## src/rtl/fetch_sequencer_pkg.sv

```systemverilog
// Shared types and constants for the fetch sequencer slice.
package fetch_pkg;

    typedef enum logic [1:0] {
        BOOT   = 2'd0,
        FETCH  = 2'd1,
        HALTED = 2'd2
    } fetch_state_e;

    localparam logic [31:0] INSTR_BYTES          = 32'd4;
    localparam logic [31:0] DEFAULT_RESET_VECTOR = 32'h0000_0000;
    localparam logic [31:0] DEFAULT_IRQ_VECTOR   = 32'h0000_0018;

    function automatic logic [31:0] align_word(input logic [31:0] addr);
        return {addr[31:2], 2'b00};
    endfunction

endpackage

```

## src/rtl/fetch_sequencer_if.sv

```systemverilog
// Bundle between control/branch logic, the program counter and instruction memory.
// Interrupt signals exist only when FETCH_SEQUENCER_IRQ_EN is defined.
interface fetch_sequencer_if;

    logic [31:0] pc;
    logic        stall;
    logic        branch_taken;
    logic [31:0] branch_target;
    logic        halt;
    logic        imem_ready;
    logic [31:0] pc_prima;
    logic        imem_req;
    logic        fetch_valid;
    logic        halted;
`ifdef FETCH_SEQUENCER_IRQ_EN
    logic        irq;
    logic        irq_ret;
    logic        irq_ack;
    logic [31:0] epc;
`endif

    modport master (
        input  pc, stall, branch_taken, branch_target, halt, imem_ready,
`ifdef FETCH_SEQUENCER_IRQ_EN
        input  irq, irq_ret,
        output irq_ack, epc,
`endif
        output pc_prima, imem_req, fetch_valid, halted
    );

    modport slave (
        output pc, stall, branch_taken, branch_target, halt, imem_ready,
`ifdef FETCH_SEQUENCER_IRQ_EN
        output irq, irq_ret,
        input  irq_ack, epc,
`endif
        input  pc_prima, imem_req, fetch_valid, halted
    );

endinterface

```

## src/rtl/fetch_sequencer_redirect_buf.sv

```systemverilog
// Pending branch redirect: captures a word-aligned target, newer captures overwrite,
// and a clear drops it once the redirect has been applied.
module fetch_redirect_buf
    import fetch_pkg::*;
(
    input  logic        clk,
    input  logic        reset,
    input  logic        capture_i,
    input  logic [31:0] target_i,
    input  logic        clear_i,
    output logic        valid_o,
    output logic [31:0] target_o
);

    logic        valid_q, valid_d;
    logic [31:0] target_q, target_d;

    // Capture wins over clear; the two are never requested together by the sequencer.
    always_comb begin
        valid_d  = valid_q;
        target_d = target_q;
        if (capture_i) begin
            valid_d  = 1'b1;
            target_d = align_word(target_i);
        end else if (clear_i) begin
            valid_d = 1'b0;
        end
    end

    always_ff @(posedge clk or posedge reset) begin
        if (reset) begin
            valid_q  <= 1'b0;
            target_q <= '0;
        end else begin
            valid_q  <= valid_d;
            target_q <= target_d;
        end
    end

    assign valid_o  = valid_q;
    assign target_o = target_q;

endmodule

```

## src/rtl/fetch_sequencer.sv

```systemverilog
// Drives pc_prima of an enable-less program counter and sequences instruction fetch.
// Define FETCH_SEQUENCER_IRQ_EN to add interrupt entry/return.
module fetch_sequencer
    import fetch_pkg::*;
#(
    parameter logic [31:0] RESET_VECTOR = DEFAULT_RESET_VECTOR
`ifdef FETCH_SEQUENCER_IRQ_EN
    , parameter logic [31:0] IRQ_VECTOR = DEFAULT_IRQ_VECTOR
`endif
) (
    input  logic               clk,
    input  logic               reset,
    fetch_sequencer_if.master  fetch_if
);

    fetch_state_e state_q, state_d;
    logic         fetch_done;
    logic         pend_valid;
    logic [31:0]  pend_target;

    assign fetch_done = (state_q == FETCH) && fetch_if.imem_ready && !fetch_if.stall;

    // Redirects seen while the fetch cannot complete are parked until it does.
    fetch_redirect_buf u_redirect (
        .clk       (clk),
        .reset     (reset),
        .capture_i ((state_q == FETCH) && !fetch_done && fetch_if.branch_taken),
        .target_i  (fetch_if.branch_target),
        .clear_i   (fetch_done),
        .valid_o   (pend_valid),
        .target_o  (pend_target)
    );

`ifdef FETCH_SEQUENCER_IRQ_EN
    logic        mask_q;
    logic [31:0] epc_q;
    logic        irq_enter;
    logic        irq_leave;
`endif

    always_ff @(posedge clk or posedge reset) begin
        if (reset) begin
            state_q <= BOOT;
        end else begin
            state_q <= state_d;
        end
    end

    always_comb begin
        state_d = state_q;
        unique case (state_q)
            BOOT:    state_d = FETCH;
            FETCH:   if (fetch_done && fetch_if.halt) state_d = HALTED;
            HALTED:  state_d = HALTED;
            default: state_d = BOOT;
        endcase
    end

    always_comb begin
        fetch_if.pc_prima    = fetch_if.pc;
        fetch_if.imem_req    = 1'b0;
        fetch_if.fetch_valid = 1'b0;
        fetch_if.halted      = 1'b0;
`ifdef FETCH_SEQUENCER_IRQ_EN
        irq_enter            = 1'b0;
        irq_leave            = 1'b0;
`endif
        unique case (state_q)
            BOOT: fetch_if.pc_prima = RESET_VECTOR;
            FETCH: begin
                fetch_if.imem_req = !fetch_if.stall;
                if (fetch_done) begin
                    fetch_if.fetch_valid = 1'b1;
                    if (fetch_if.branch_taken) begin
                        fetch_if.pc_prima = align_word(fetch_if.branch_target);
                    end else if (pend_valid) begin
                        fetch_if.pc_prima = pend_target;
                    end
`ifdef FETCH_SEQUENCER_IRQ_EN
                    else if (fetch_if.irq_ret) begin
                        fetch_if.pc_prima = epc_q;
                        irq_leave         = 1'b1;
                    end else if (fetch_if.irq && !mask_q && !fetch_if.halt) begin
                        fetch_if.pc_prima = IRQ_VECTOR;
                        irq_enter         = 1'b1;
                    end
`endif
                    else begin
                        fetch_if.pc_prima = fetch_if.pc + INSTR_BYTES;
                    end
                end
            end
            HALTED:  fetch_if.halted = 1'b1;
            default: fetch_if.pc_prima = RESET_VECTOR;
        endcase
    end

`ifdef FETCH_SEQUENCER_IRQ_EN
    // Mask blocks nested entry until the handler returns.
    always_ff @(posedge clk or posedge reset) begin
        if (reset) begin
            mask_q <= 1'b0;
            epc_q  <= '0;
        end else if (irq_enter) begin
            mask_q <= 1'b1;
            epc_q  <= fetch_if.pc + INSTR_BYTES;
        end else if (irq_leave) begin
            mask_q <= 1'b0;
        end
    end

    assign fetch_if.irq_ack = irq_enter;
    assign fetch_if.epc     = epc_q;
`endif

endmodule

```

## src/flat_wrapper.sv

```systemverilog
// flat-port wrapper written by rule: the top's interface ports become plain ports
module fetch_sequencer_flat import fetch_pkg::*;
#(
    parameter logic [31:0] RESET_VECTOR = DEFAULT_RESET_VECTOR

)
  (clk, reset, fetch_if_pc, fetch_if_stall, fetch_if_branch_taken, fetch_if_branch_target, fetch_if_halt, fetch_if_imem_ready, fetch_if_pc_prima, fetch_if_imem_req, fetch_if_fetch_valid, fetch_if_halted);
  fetch_sequencer_if fetch_if_i ();
  input  logic clk;
  input  logic reset;
  input wire logic [$bits(fetch_if_i.pc)-1:0] fetch_if_pc;
  input wire logic [$bits(fetch_if_i.stall)-1:0] fetch_if_stall;
  input wire logic [$bits(fetch_if_i.branch_taken)-1:0] fetch_if_branch_taken;
  input wire logic [$bits(fetch_if_i.branch_target)-1:0] fetch_if_branch_target;
  input wire logic [$bits(fetch_if_i.halt)-1:0] fetch_if_halt;
  input wire logic [$bits(fetch_if_i.imem_ready)-1:0] fetch_if_imem_ready;
  output wire logic [$bits(fetch_if_i.pc_prima)-1:0] fetch_if_pc_prima;
  output wire logic [$bits(fetch_if_i.imem_req)-1:0] fetch_if_imem_req;
  output wire logic [$bits(fetch_if_i.fetch_valid)-1:0] fetch_if_fetch_valid;
  output wire logic [$bits(fetch_if_i.halted)-1:0] fetch_if_halted;
  assign fetch_if_i.pc = fetch_if_pc;
  assign fetch_if_i.stall = fetch_if_stall;
  assign fetch_if_i.branch_taken = fetch_if_branch_taken;
  assign fetch_if_i.branch_target = fetch_if_branch_target;
  assign fetch_if_i.halt = fetch_if_halt;
  assign fetch_if_i.imem_ready = fetch_if_imem_ready;
  assign fetch_if_pc_prima = fetch_if_i.pc_prima;
  assign fetch_if_imem_req = fetch_if_i.imem_req;
  assign fetch_if_fetch_valid = fetch_if_i.fetch_valid;
  assign fetch_if_halted = fetch_if_i.halted;
  fetch_sequencer #(.RESET_VECTOR(RESET_VECTOR)) u_core (.clk(clk), .reset(reset), .fetch_if(fetch_if_i));
endmodule
```

## config.mk

```make
export PLATFORM = sky130hd
export DESIGN_NAME = fetch_sequencer_flat
export DESIGN_NICKNAME = d
export VERILOG_FILES = /design/src/rtl/fetch_sequencer_pkg.sv /design/src/rtl/fetch_sequencer_if.sv /design/src/rtl/fetch_sequencer_redirect_buf.sv /design/src/rtl/fetch_sequencer.sv /design/src/flat_wrapper.sv
export SDC_FILE = /design/constraint.sdc
export NUM_CORES = 1
export LEC_CHECK = 0
export CORE_UTILIZATION = 40
export DETAILED_ROUTE_END_ITERATION = 10
export PLACE_DENSITY = 0.74
export SLEW_MARGIN = 40
export SYNTH_ARGS = -nofsm -noshare
export SYNTH_HDL_FRONTEND = slang
export SYNTH_HIERARCHICAL = 1
export SYNTH_SLANG_ARGS = --single-unit
```

## constraint.sdc

```tcl
create_clock -name clk -period 6.3 [get_ports clk]
set_input_delay 0.63 -clock clk [delete_from_list [all_inputs] [get_ports clk]]
set_output_delay 0.63 -clock clk [all_outputs]
set_load 0.01 [all_outputs]
```

---- Yosys cells after proc, flatten, opt, wreduce, memory -nomap -nowiden ----
Index checks and enable logic that the tools add are counted.
W data, S select, Z words.
cells by class
  reduce and logical (&&, ||, !) cells .... 9
  equal/unequal tests ..................... 3
  mux-type cells .......................... 12
  add/subtract/negate cells ............... 1
operators with widths
  operator                 count
  $mux W32                 3
  $pmux W32 S2             1
  $add A32 B3 Y32 const B  1
  $mux W1                  6
  $pmux W2 S3              1
  $logic_and A1 B1 Y1      5
  $eq A2 B1 Y1 const B     1
  $eq A2 B2 Y1 const B     1
  $logic_not A1 Y1         2
  $logic_not A2 Y1         1
  $mux W2                  1
  $ne A2 B2 Y1 const B     1
  $reduce_bool A2 Y1       1
word-level totals
  register bits ........................... 33
  logic and storage cells ................. 28
  output and inout bits ................... 35
  input bits .............................. 70

---- Longest topological paths before layout ----
Gate-level depths: netlist of the first run.
  depth after elaboration ................. 7
  mapped depth ............................ 8
  depth with buffers taken out ............ 8

---- By module ----
The synthesis of the first run kept the hierarchy.
by module, submodules not included
  module              cells each  sequential area each (µm²)  area an instance (µm²)  instances
  fetch_sequencer     288         50.0                        1,808.0                 1
  fetch_redirect_buf  70          775.7                       1,181.1                 1

---- Worst setup path after synthesis of the first run ----
No wires, ideal clock.
  kind .................................... input to output
  start ................................... input fetch_if_pc[2]
  end ..................................... output fetch_if_pc_prima[26]
  arrival time ............................ 2.023 ns
  path slack .............................. 3.647 ns
  stages .................................. 6
  path buffers ............................ 0
  required time ........................... 5.670 ns
  cells stage by stage .................... ha_1 > and3_2 > nand4_4 > or4_1 > a311o_1 > o21ai_2
on the way
  word-level cells in the longest chain between the ends .. 5
RTL lines
  item                line                   text
  start: declaration  flat_wrapper.sv:11     input wire logic [$bits(fetch_if_i.pc)-1:0] fetch_if_pc;
  $add A32 B3 Y32     fetch_sequencer.sv:89  fetch_if.pc_prima = fetch_if.pc + INSTR_BYTES;
  $mux W32            fetch_sequencer.sv:76  end else if (pend_valid) begin
  $mux W32            fetch_sequencer.sv:74  if (fetch_if.branch_taken) begin
  $mux W32            fetch_sequencer.sv:72  if (fetch_done) begin
  $pmux W32 S2        fetch_sequencer.sv:68  unique case (state_q)
  end: declaration    flat_wrapper.sv:17     output wire logic [$bits(fetch_if_i.pc_prima)-1:0] fetch_if_pc_prima;
Every way passes these cells.

---- Worst setup path after layout of the first run ----
  start ................................... input fetch_if_branch_taken
  end ..................................... output fetch_if_pc_prima[19]
on the way
  word-level cells in the longest chain between the ends .. 3
RTL lines
  item                line                   text
  start: declaration  flat_wrapper.sv:13     input wire logic [$bits(fetch_if_i.branch_taken)-1:0] fetch_if_branch_taken;
  $mux W32            fetch_sequencer.sv:74
  $mux W32            fetch_sequencer.sv:72
  $pmux W32 S2        fetch_sequencer.sv:68
Every way passes these cells.

==> results of run 1 <==
[layout by cell type, fill, tap and decap left out, drive strengths merged, types with 4 or more instances in the layout]
cell and instances:
a31oi 4, o22ai 15, nor4 4, a21oi 26, nand3 15, a32oi 4
clkdlybuf4s50 102, o31ai 7, clkbuf 7, o21ai 25, ha 4, nor2 30
mux2 31, dfrtp 33, nand2 13, xor2 6, nand4 8, and4 7
xnor2 5, and3 13, nor3 10, inv 14, a22oi 15, buf 4
o221ai 7, mux2i 4
[stage by stage]
stage	hold WS [ns]	cells	utilization, %	setup WS, ns	area [µm²]
finish	0.509	547	56.9	2.13	4130
global route	0.531	547	56.9	2.03	4130
floorplan	0.371	359	-	3.65	2990
detailed placement	0.495	540	55.7	2.25	4040
CTS	0.513	547	56.9	2.24	4130
global placement	0.490	540	55.7	2.26	4040
[worst max-delay path: stages]
cell             delay [ns]
clkdlybuf4s50_1        0.96
inv_1                  0.57
o221ai_1               0.45
a21oi_1                0.07
o21ai_0                0.17
o21ai_0                0.15
clkdlybuf4s50_1        0.52
[logic make-up (layout without fill, tap and decap cells)]
family          count (synthesis)  in the layout  share of synthesized area (%)
mux                            35             35                           13.0
fa+ha+maj                       4              4                           1.67
other cells                     1              2                          0.125
simple gates                  110            110                           20.5
buf+inv                        39            128                           6.19
compound gates                125            125                           27.7
flops                          33             33                           27.6
xor+xnor                       11             11                           3.22
[power breakdown]
| group | switching (mW) | internal [mW] |
|---|---|---|
| sequential | 0 | 0.212 |
| clock | 0.0814 | 0.0868 |
| combinational | 0.0638 | 0.0754 |
| total | 0.145 | 0.374 |
[final timing paths]
kind	slack, ns	start	to
min in group asynchronous	0.52	reset	u_core/state_q[1]$_DFFE_PP0P_
max	2.13	fetch_if_branch_taken	fetch_if_pc_prima[19]
max reg2reg	3.49	u_core/state_q[1]$_DFFE_PP0P_	u_core/u_redirect/target_o[13]$_DFFE_PP0P_
min reg2reg	0.51	u_core/u_redirect/target_o[31]$_DFFE_PP0P_	u_core/u_redirect/target_o[31]$_DFFE_PP0P_
min	0.51	u_core/u_redirect/target_o[31]$_DFFE_PP0P_	u_core/u_redirect/target_o[31]$_DFFE_PP0P_
max in group asynchronous	5.19	reset	u_core/u_redirect/valid_o$_DFFE_PP0P_
[final cells by class]
| class | count | area [µm²] | area share (%) |
|---|---|---|---|
| repair buffers | 106 | 1050 | 25.5 |
| inverters | 15 | 56.3 | 1.36 |
| multi-input cells | 287 | 1980 | 48.0 |
| well taps | 99 | 124 | 3.00 |
| flip-flops and latches | 33 | 827 | 20.0 |
| clock buffers | 7 | 86.3 | 2.09 |
[flip-flops by register name, summed over array words and instances (netlist names)]
signal                      flops
u_core/u_redirect/target_o     30
u_core/state_q                  2
u_core/u_redirect/valid_o       1
[routing by layer]
| layer | track usage [%] | wire length (µm) |
|---|---|---|
| met3 | 4.01 | 708 |
| met4 | 6.45 | 144 |
| met1 | 34.2 | 4320 |
| met2 | 45.0 | 4960 |
| met5 | 0 | 0 |
==> results.json, run 1 <==
{
  "worst_pin_slew_ns": 0.884,
  "drv_cap": 0,
  "final_max_slew_viol_count": 0,
  "fillers": 689,
  "postCtsHoldBufs": 0,
  "synth_top_cell_area_share_pct": 27.6,
  "worstSetupEndpointType": "primary output",
  "worstHoldPathType": "flop to flop",
  "finClkSkew_ns": 0.0106,
  "cp.required_ns": 5.67,
  "hold_viol": 0,
  "relSlewSlack_pct": 41.1,
  "root_buffer": "clkbuf_8",
  "start_util_pct": 41.2,
  "yosysTopAreaCell": "dfrtp_1",
  "max-vdd-ir-drop_mv": 0.0746,
  "power_leakage_nw": 1.67,
  "htreeDepth": 2,
  "clockBufferDepth": 2,
  "yosysSeqAreaShare_pct": 27.6,
  "antenna_found_initial": 0,
  "ff2ff_path_depth": 7,
  "ctsResizeCount": 0,
  "ios": 105,
  "yosysWarnings": 6,
  "fin_tns_setup_ns": 0,
  "grt_max_degree": 32,
  "async_flop_share_pct": 100,
  "final.min_clock_period_ns": 4.17,
  "cts_setup_buffers": 0,
  "fin_crit_sh_pct": 66.2,
  "p_per_area_mw_per_mm2": 126,
  "grt_overflow": 0,
  "synth.cells.most_frequent": "33 x dfrtp_1, 31 x mux2_2, 30 x nor2_1",
  "drive_gt1_share_pct": 10.5,
  "syn-cell-area_mm2": 0.00299,
  "min_path_cells": 1,
  "max_freq_ghz": 0.240,
  "synth.most_common_cell": "dfrtp_1",
  "coreArea_mm2": 0.00725,
  "crit_type": "input port to primary output",
  "drt-initial-drc-count": 345,
  "drc": 0,
  "first_pass_iters": 5,
  "num_rows": 31,
  "viasPerCell": 6.19,
  "die_x_um": 88.4,
  "numClockSinks": 33,
  "dp_hpwl_um": 7230,
  "gp_congestion": 0.885,
  "dieArea_mm2": 0.00782,
  "grt_usage_pct": 26.1,
  "cts_tree": "yes",
  "die_h_um": 88.4,
  "clk_pin_slew_worst_paths_ns": 0.07,
  "ys.flop_type": "dfrtp_1",
  "worstPathArrival_ns": 3.54,
  "crit_fanout": 21,
  "synthToLayoutAreaGrowth_pct": 38.0,
  "clk_latency_ns": 0.29,
  "startpoint_type": "input port",
  "wirelength_um": 10100,
  "final_nets": 522,
  "synth_cells": 358,
  "rsz0062_at_grt": "false",
  "synth_edf_count": 0,
  "grt_pass1_vias": 3205,
  "avgSynthCellArea_um2": 8.35,
  "setup_viol": 0,
  "n_antenna_cell": 0,
  "io_buffers": 102,
  "numCtsBuffers": 5,
  "grt_first_pass_wirelength_um": 15700,
  "status": "finished, final reports clean",
  "wl_per_cell_um": 18.5,
  "synth_cell_types": 56,
  "synth.area.top_cells": "dfrtp_1 28%, mux2_2 12%, a21oi_1 4.4%",
  "ys_seq_elements": 33,
  "vias": 3386,
  "ant_nets": 0,
  "total_power_mw": 0.519
}
Note: power is estimated with default switching activity, not from simulation.
==> inputs of run 2 (changes only) <==
clock period = 4 ns   (was 6.3 ns; I/O delays follow)
==> run 2 against run 1 <==
Compared with the run above: sequential share of layout area is 0.26 points lower; die area stayed put; core utilization is 0.67 points higher; final area is 1.2% higher; power is 57% higher; clock skew is 0.0017 ns lower; clock power is 58% higher; worst hold slack worse by 0.22 ns; critical path depth is 1 higher; combinational power is 58% higher; first-iteration DRC count is 19% lower; critical endpoint is now fetch_if_pc_prima[14]; highest routed layer unchanged.
==> results.json, run 2 (synthesized netlist as in run 1, its figures left out) <==
{
  "status": "finished, final reports clean",
  "clk_pin_slew_worst_paths_ns": 0.06,
  "crit_path_frequent_cell": "clkdlybuf4s50_1",
  "relSlewSlack_pct": 43.2,
  "grt_first_pass_wirelength_um": 15700,
  "grt_overflow": 0,
  "numCtsBuffers": 5,
  "coreArea_mm2": 0.00725,
  "total_power_mw": 0.817,
  "antenna_found_initial": 0,
  "place_area_mm2": 0.00409,
  "ff2ff_path_depth": 7,
  "final.min_clock_period_ns": 3.59,
  "critical_path.cell_chain": "clkdlybuf4s50_1, ha_1, nand3_1, nor2_1, nand4_1, o31ai_1, o2bb2ai_1, clkdlybuf4s50_1",
  "cts_tree": "yes",
  "crit_family": "buffers and inverters",
  "n_antenna_cell": 0,
  "grt_pass1_vias": 3185,
  "clockBufferDepth": 2,
  "max_freq_ghz": 0.279,
  "fin_area_mm2": 0.00418,
  "cp_num_buf_inv": 2,
  "numClockSinks": 33,
  "hold_viol": 0,
  "largest_reg_flops": 30,
  "p_sw_share_pct": 27.8,
  "layout_commonest_cell": "clkdlybuf4s50_1",
  "htreeDepth": 2,
  "cpPeakStageDelay_ns": 0.57,
  "fin_ws_ns": 0.415,
  "final_nets": 527,
  "worstSetupEndpointType": "primary output",
  "worstHoldPathType": "input port to asynchronous set/reset pin",
  "slowest_stage": "clkdlybuf4s50_1",
  "vias": 3414,
  "synthToLayoutAreaGrowth_pct": 39.7,
  "ios": 105,
  "first_pass_iters": 6,
  "worstReg2RegStart": "u_core/state_q[0]$_DFFE_PP0P_",
  "viasPerCell": 6.18,
  "io_buffers": 102,
  "dp_hpwl_um": 7310,
  "rsz0062_at_grt": "false",
  "reg2reg_slack_ns": 1.42,
  "dieArea_mm2": 0.00782,
  "final_max_slew_viol_count": 0,
  "wirelength_um": 10100,
  "die_h_um": 88.4,
  "most-common-layout-cells": "102 x clkdlybuf4s50_1, 33 x dfrtp_1, 31 x mux2_2",
  "ctsResizeCount": 0,
  "max-vdd-ir-drop_mv": 0.142,
  "grt_usage_pct": 26.2,
  "power_switching_mw": 0.228,
  "postLayoutCoreUtil_pct": 57.6,
  "cp.required_ns": 3.60,
  "crit_type": "input port to primary output",
  "grt_max_degree": 32,
  "ant_nets": 0,
  "cts_setup_buffers": 0,
  "drv_cap": 0,
  "fin_tns_setup_ns": 0,
  "reg2reg_to": "u_core/u_redirect/target_o[9]$_DFFE_PP0P_",
  "place_ws_ns": 0.495,
  "die_x_um": 88.4,
  "finClkSkew_ns": 0.00894,
  "fin_crit_sh_pct": 89.6,
  "power_leakage_nw": 1.70,
  "internal_power_mw": 0.590,
  "p_per_area_mw_per_mm2": 196,
  "clk_latency_ns": 0.29,
  "p_comb_share_pct": 26.8,
  "worstPathArrival_ns": 3.19,
  "setup_viol": 0,
  "drt-initial-drc-count": 279,
  "num_rows": 31,
  "postCtsHoldBufs": 0,
  "crit_fanout": 9,
  "root_buffer": "clkbuf_8",
  "wl_per_cell_um": 18.3,
  "drive_gt1_share_pct": 11.3,
  "gp_congestion": 0.884,
  "drc": 0,
  "seq_power_share_pct": 40.8,
  "start_util_pct": 41.2,
  "worst_pin_slew_ns": 0.852,
  "pwr-share-clk_pct": 32.4,
  "startpoint_type": "input port"
}
==> run 2: how the worst max path moves through the flow <==
stage,start,end,slack (ns),depth (start not counted)
after global placement,fetch_if_pc[2],fetch_if_pc_prima[12],0.57,7
final,fetch_if_pc[2],fetch_if_pc_prima[14],0.41,8
after detailed placement,fetch_if_pc[2],fetch_if_pc_prima[14],0.49,8
after floorplan,fetch_if_pc[2],fetch_if_pc_prima[26],1.81,6
after CTS,fetch_if_pc[2],fetch_if_pc_prima[14],0.49,8
after global routing,fetch_if_pc[2],fetch_if_pc_prima[14],0.24,8
==> run 2: cell type report <==
class                      count  area, µm²
clock buffer                   7       86.3
tap                           99        124
fill                         672       3080
sequential                    33        826
multi-input combinational    287       1980
timing repair buffer         111       1100
inverter                      15       56.3
==> run 2: metal layers <==
metal  up-vias  global-route usage [%]  routed length [µm]
met3        19                    4.20                 729
met1      1657                    34.0                4310
met2       176                    44.1                4870
li1       1562                       -                   -
met4         0                    9.24                 168
met5         -                       0                   0
==> run 2: worst reg2reg max path, stage by stage (launching register included) <==
cell	delay [ns]
dfrtp_1	0.41
ha_1	0.25
nor2b_1	0.19
nand2_1	0.08
buf_4	0.22
and3_1	0.74
buf_12	0.25
mux2_2	0.35
==> run 2: power by group through the flow <==
stage	Clock, mW	Sequential [mW]	Combinational (mW)
after global routing	0.287	0.333	0.236
after detailed placement	0	0.340	0.217
after floorplan	0	0.340	0.0807
after CTS	0.270	0.333	0.218
after global placement	0	0.340	0.214
final	0.265	0.334	0.219
==> run 2: metrics by stage <==
stage | cells | hold slack, ns
after global routing | 552 | 0.302
after detailed placement | 545 | 0.495
after CTS | 552 | 0.285
final | 552 | 0.286
after global placement | 545 | 0.489
after floorplan | 359 | 0.141
==> inputs of run 3 (changes only) <==
CTS_CLUSTER_DIAMETER = 60   (was unset)
PLACE_DENSITY = 0.75   (was 0.74)
TNS_END_PERCENT = 1   (was unset)
==> run 3 against run 2 <==
Compared with the run above: final area is 0.78% higher; clock skew is 0.0054 ns lower; global-route usage is 0.65 points higher; setup slack better by 0.015 ns; final cell count is 0.54% higher; wire length is 1.5% higher; largest power group is now clock; highest routed layer unchanged.
==> results.json, run 3 (synthesized netlist as in run 1, its figures left out) <==
{
  "status": "finished, final reports clean",
  "crit_path_frequent_cell": "clkdlybuf4s50_1",
  "worst_pin_slew_ns": 0.790,
  "io_buffers": 102,
  "place_area_mm2": 0.00409,
  "reg2reg_slack_ns": 1.56,
  "whs_ns": 0.292,
  "grt_max_degree": 32,
  "gp_congestion": 0.877,
  "root_buffer": "clkbuf_8",
  "ant_nets": 0,
  "cp_num_buf_inv": 2,
  "drc": 0,
  "clk_pin_slew_worst_paths_ns": 0.07,
  "clk_latency_ns": 0.29,
  "grt_first_pass_wirelength_um": 16200,
  "crit_family": "buffers and inverters",
  "reg2reg_to": "u_core/u_redirect/target_o[26]$_DFFE_PP0P_",
  "drt-initial-drc-count": 375,
  "cpPeakStageDelay_ns": 0.66,
  "die_x_um": 88.4,
  "power_leakage_nw": 1.72,
  "clockBufferDepth": 2,
  "final_max_slew_viol_count": 0,
  "htreeDepth": 2,
  "n_antenna_cell": 0,
  "cts_tree": "yes",
  "hold_viol": 0,
  "total_power_mw": 0.888,
  "grt_usage_pct": 26.8,
  "synthToLayoutAreaGrowth_pct": 40.8,
  "crit_fanout": 6,
  "critical_path.cell_chain": "clkdlybuf4s50_1, ha_1, nand3_1, nor4_1, a2111oi_0, o21ai_0, o211ai_1, clkdlybuf4s50_1",
  "antenna_found_initial": 0,
  "relSlewSlack_pct": 47.3,
  "wl_per_cell_um": 18.4,
  "worstSetupEndpointType": "primary output",
  "slowest_stage": "nor4_1",
  "rsz0062_at_grt": "false",
  "most-common-layout-cells": "102 x clkdlybuf4s50_1, 33 x dfrtp_1, 31 x mux2_2",
  "worstPathArrival_ns": 3.17,
  "setup_viol": 0,
  "startpoint_type": "input port",
  "die_h_um": 88.4,
  "finClkSkew_ns": 0.00358,
  "drive_gt1_share_pct": 11.8,
  "coreArea_mm2": 0.00725,
  "dp_hpwl_um": 7480,
  "cts_setup_buffers": 0,
  "fin_ws_ns": 0.430,
  "viasPerCell": 6.20,
  "max_freq_ghz": 0.280,
  "start_util_pct": 41.2,
  "fin_crit_sh_pct": 89.3,
  "ios": 105,
  "numClockSinks": 33,
  "grt_pass1_vias": 3368,
  "ff2ff_path_depth": 8,
  "p_per_area_mw_per_mm2": 211,
  "num_rows": 31,
  "ctsResizeCount": 0,
  "final_nets": 529,
  "numCtsBuffers": 5,
  "largest_reg_flops": 30,
  "place_ws_ns": 0.503,
  "place_inst": 547,
  "wirelength_um": 10200,
  "startpoint": "fetch_if_pc[2]",
  "dieArea_mm2": 0.00782,
  "postCtsHoldBufs": 0,
  "vias": 3440,
  "layout_commonest_cell": "clkdlybuf4s50_1",
  "fin_tns_setup_ns": 0,
  "crit_type": "input port to primary output",
  "grt_overflow": 0,
  "drv_cap": 0,
  "worstHoldPathType": "input port to asynchronous set/reset pin",
  "cp.required_ns": 3.60,
  "worstReg2RegStart": "u_core/state_q[1]$_DFFE_PP0P_",
  "final.min_clock_period_ns": 3.57,
  "fin_area_mm2": 0.00421,
  "max-vdd-ir-drop_mv": 0.120,
  "postLayoutCoreUtil_pct": 58.0,
  "first_pass_iters": 5,
  "instances_no_fill": 555
}
## run 3: cell types whose count changed in the layout (fill, tap and decap cells not counted)
| cell | previous run | this run |
|---|---|---|
| buf_4 | 8 | 11 |
| buf_12 | 1 | 0 |
| bufinv_16 | 0 | 1 |
## run 3: metal layers
metal	GRT usage (%)	wire length [µm]	vias up
met5	0	0	-
met4	8.36	159	0
met3	4.94	770	18
met2	46.3	4990	177
met1	34.0	4320	1675
li1	-	-	1570
## run 3: final cells by class
| cell class | count | area [µm²] |
|---|---|---|
| fillers | 644 | 3050 |
| clock inverters | 1 | 30.0 |
| clock buffers | 7 | 86.3 |
| flip-flops and latches | 33 | 826 |
| repair buffers | 113 | 1100 |
| well taps | 99 | 124 |
| inverters | 15 | 56.3 |
| multi-input cells | 287 | 1980 |
## run 3: how the worst max path moves through the flow
| stage | endpoint | slack [ns] | cells past startpoint |
|---|---|---|---|
| finish | fetch_if_pc_prima[18] | 0.43 | 8 |
| floorplan | fetch_if_pc_prima[26] | 1.81 | 6 |
| detailed placement | fetch_if_pc_prima[18] | 0.50 | 8 |
| CTS | fetch_if_pc_prima[18] | 0.49 | 8 |
| global placement | fetch_if_pc_prima[12] | 0.56 | 7 |
| global route | fetch_if_pc_prima[18] | 0.23 | 8 |
## run 3: worst reg2reg max path, cell delays in order, from the launching register on
cell and delay, ns:
dfrtp_1 0.35, inv_1 0.08, ha_1 0.24, nor2b_1 0.19, nand2_1 0.10, buf_4 0.22
and3_1 0.44, buf_4 0.33, mux2_2 0.37
## run 3: power breakdown
part           switching [mW]  internal, mW  total, mW
Sequential                  0         0.333      0.333
Clock                   0.131         0.203      0.335
Combinational           0.101         0.119      0.220
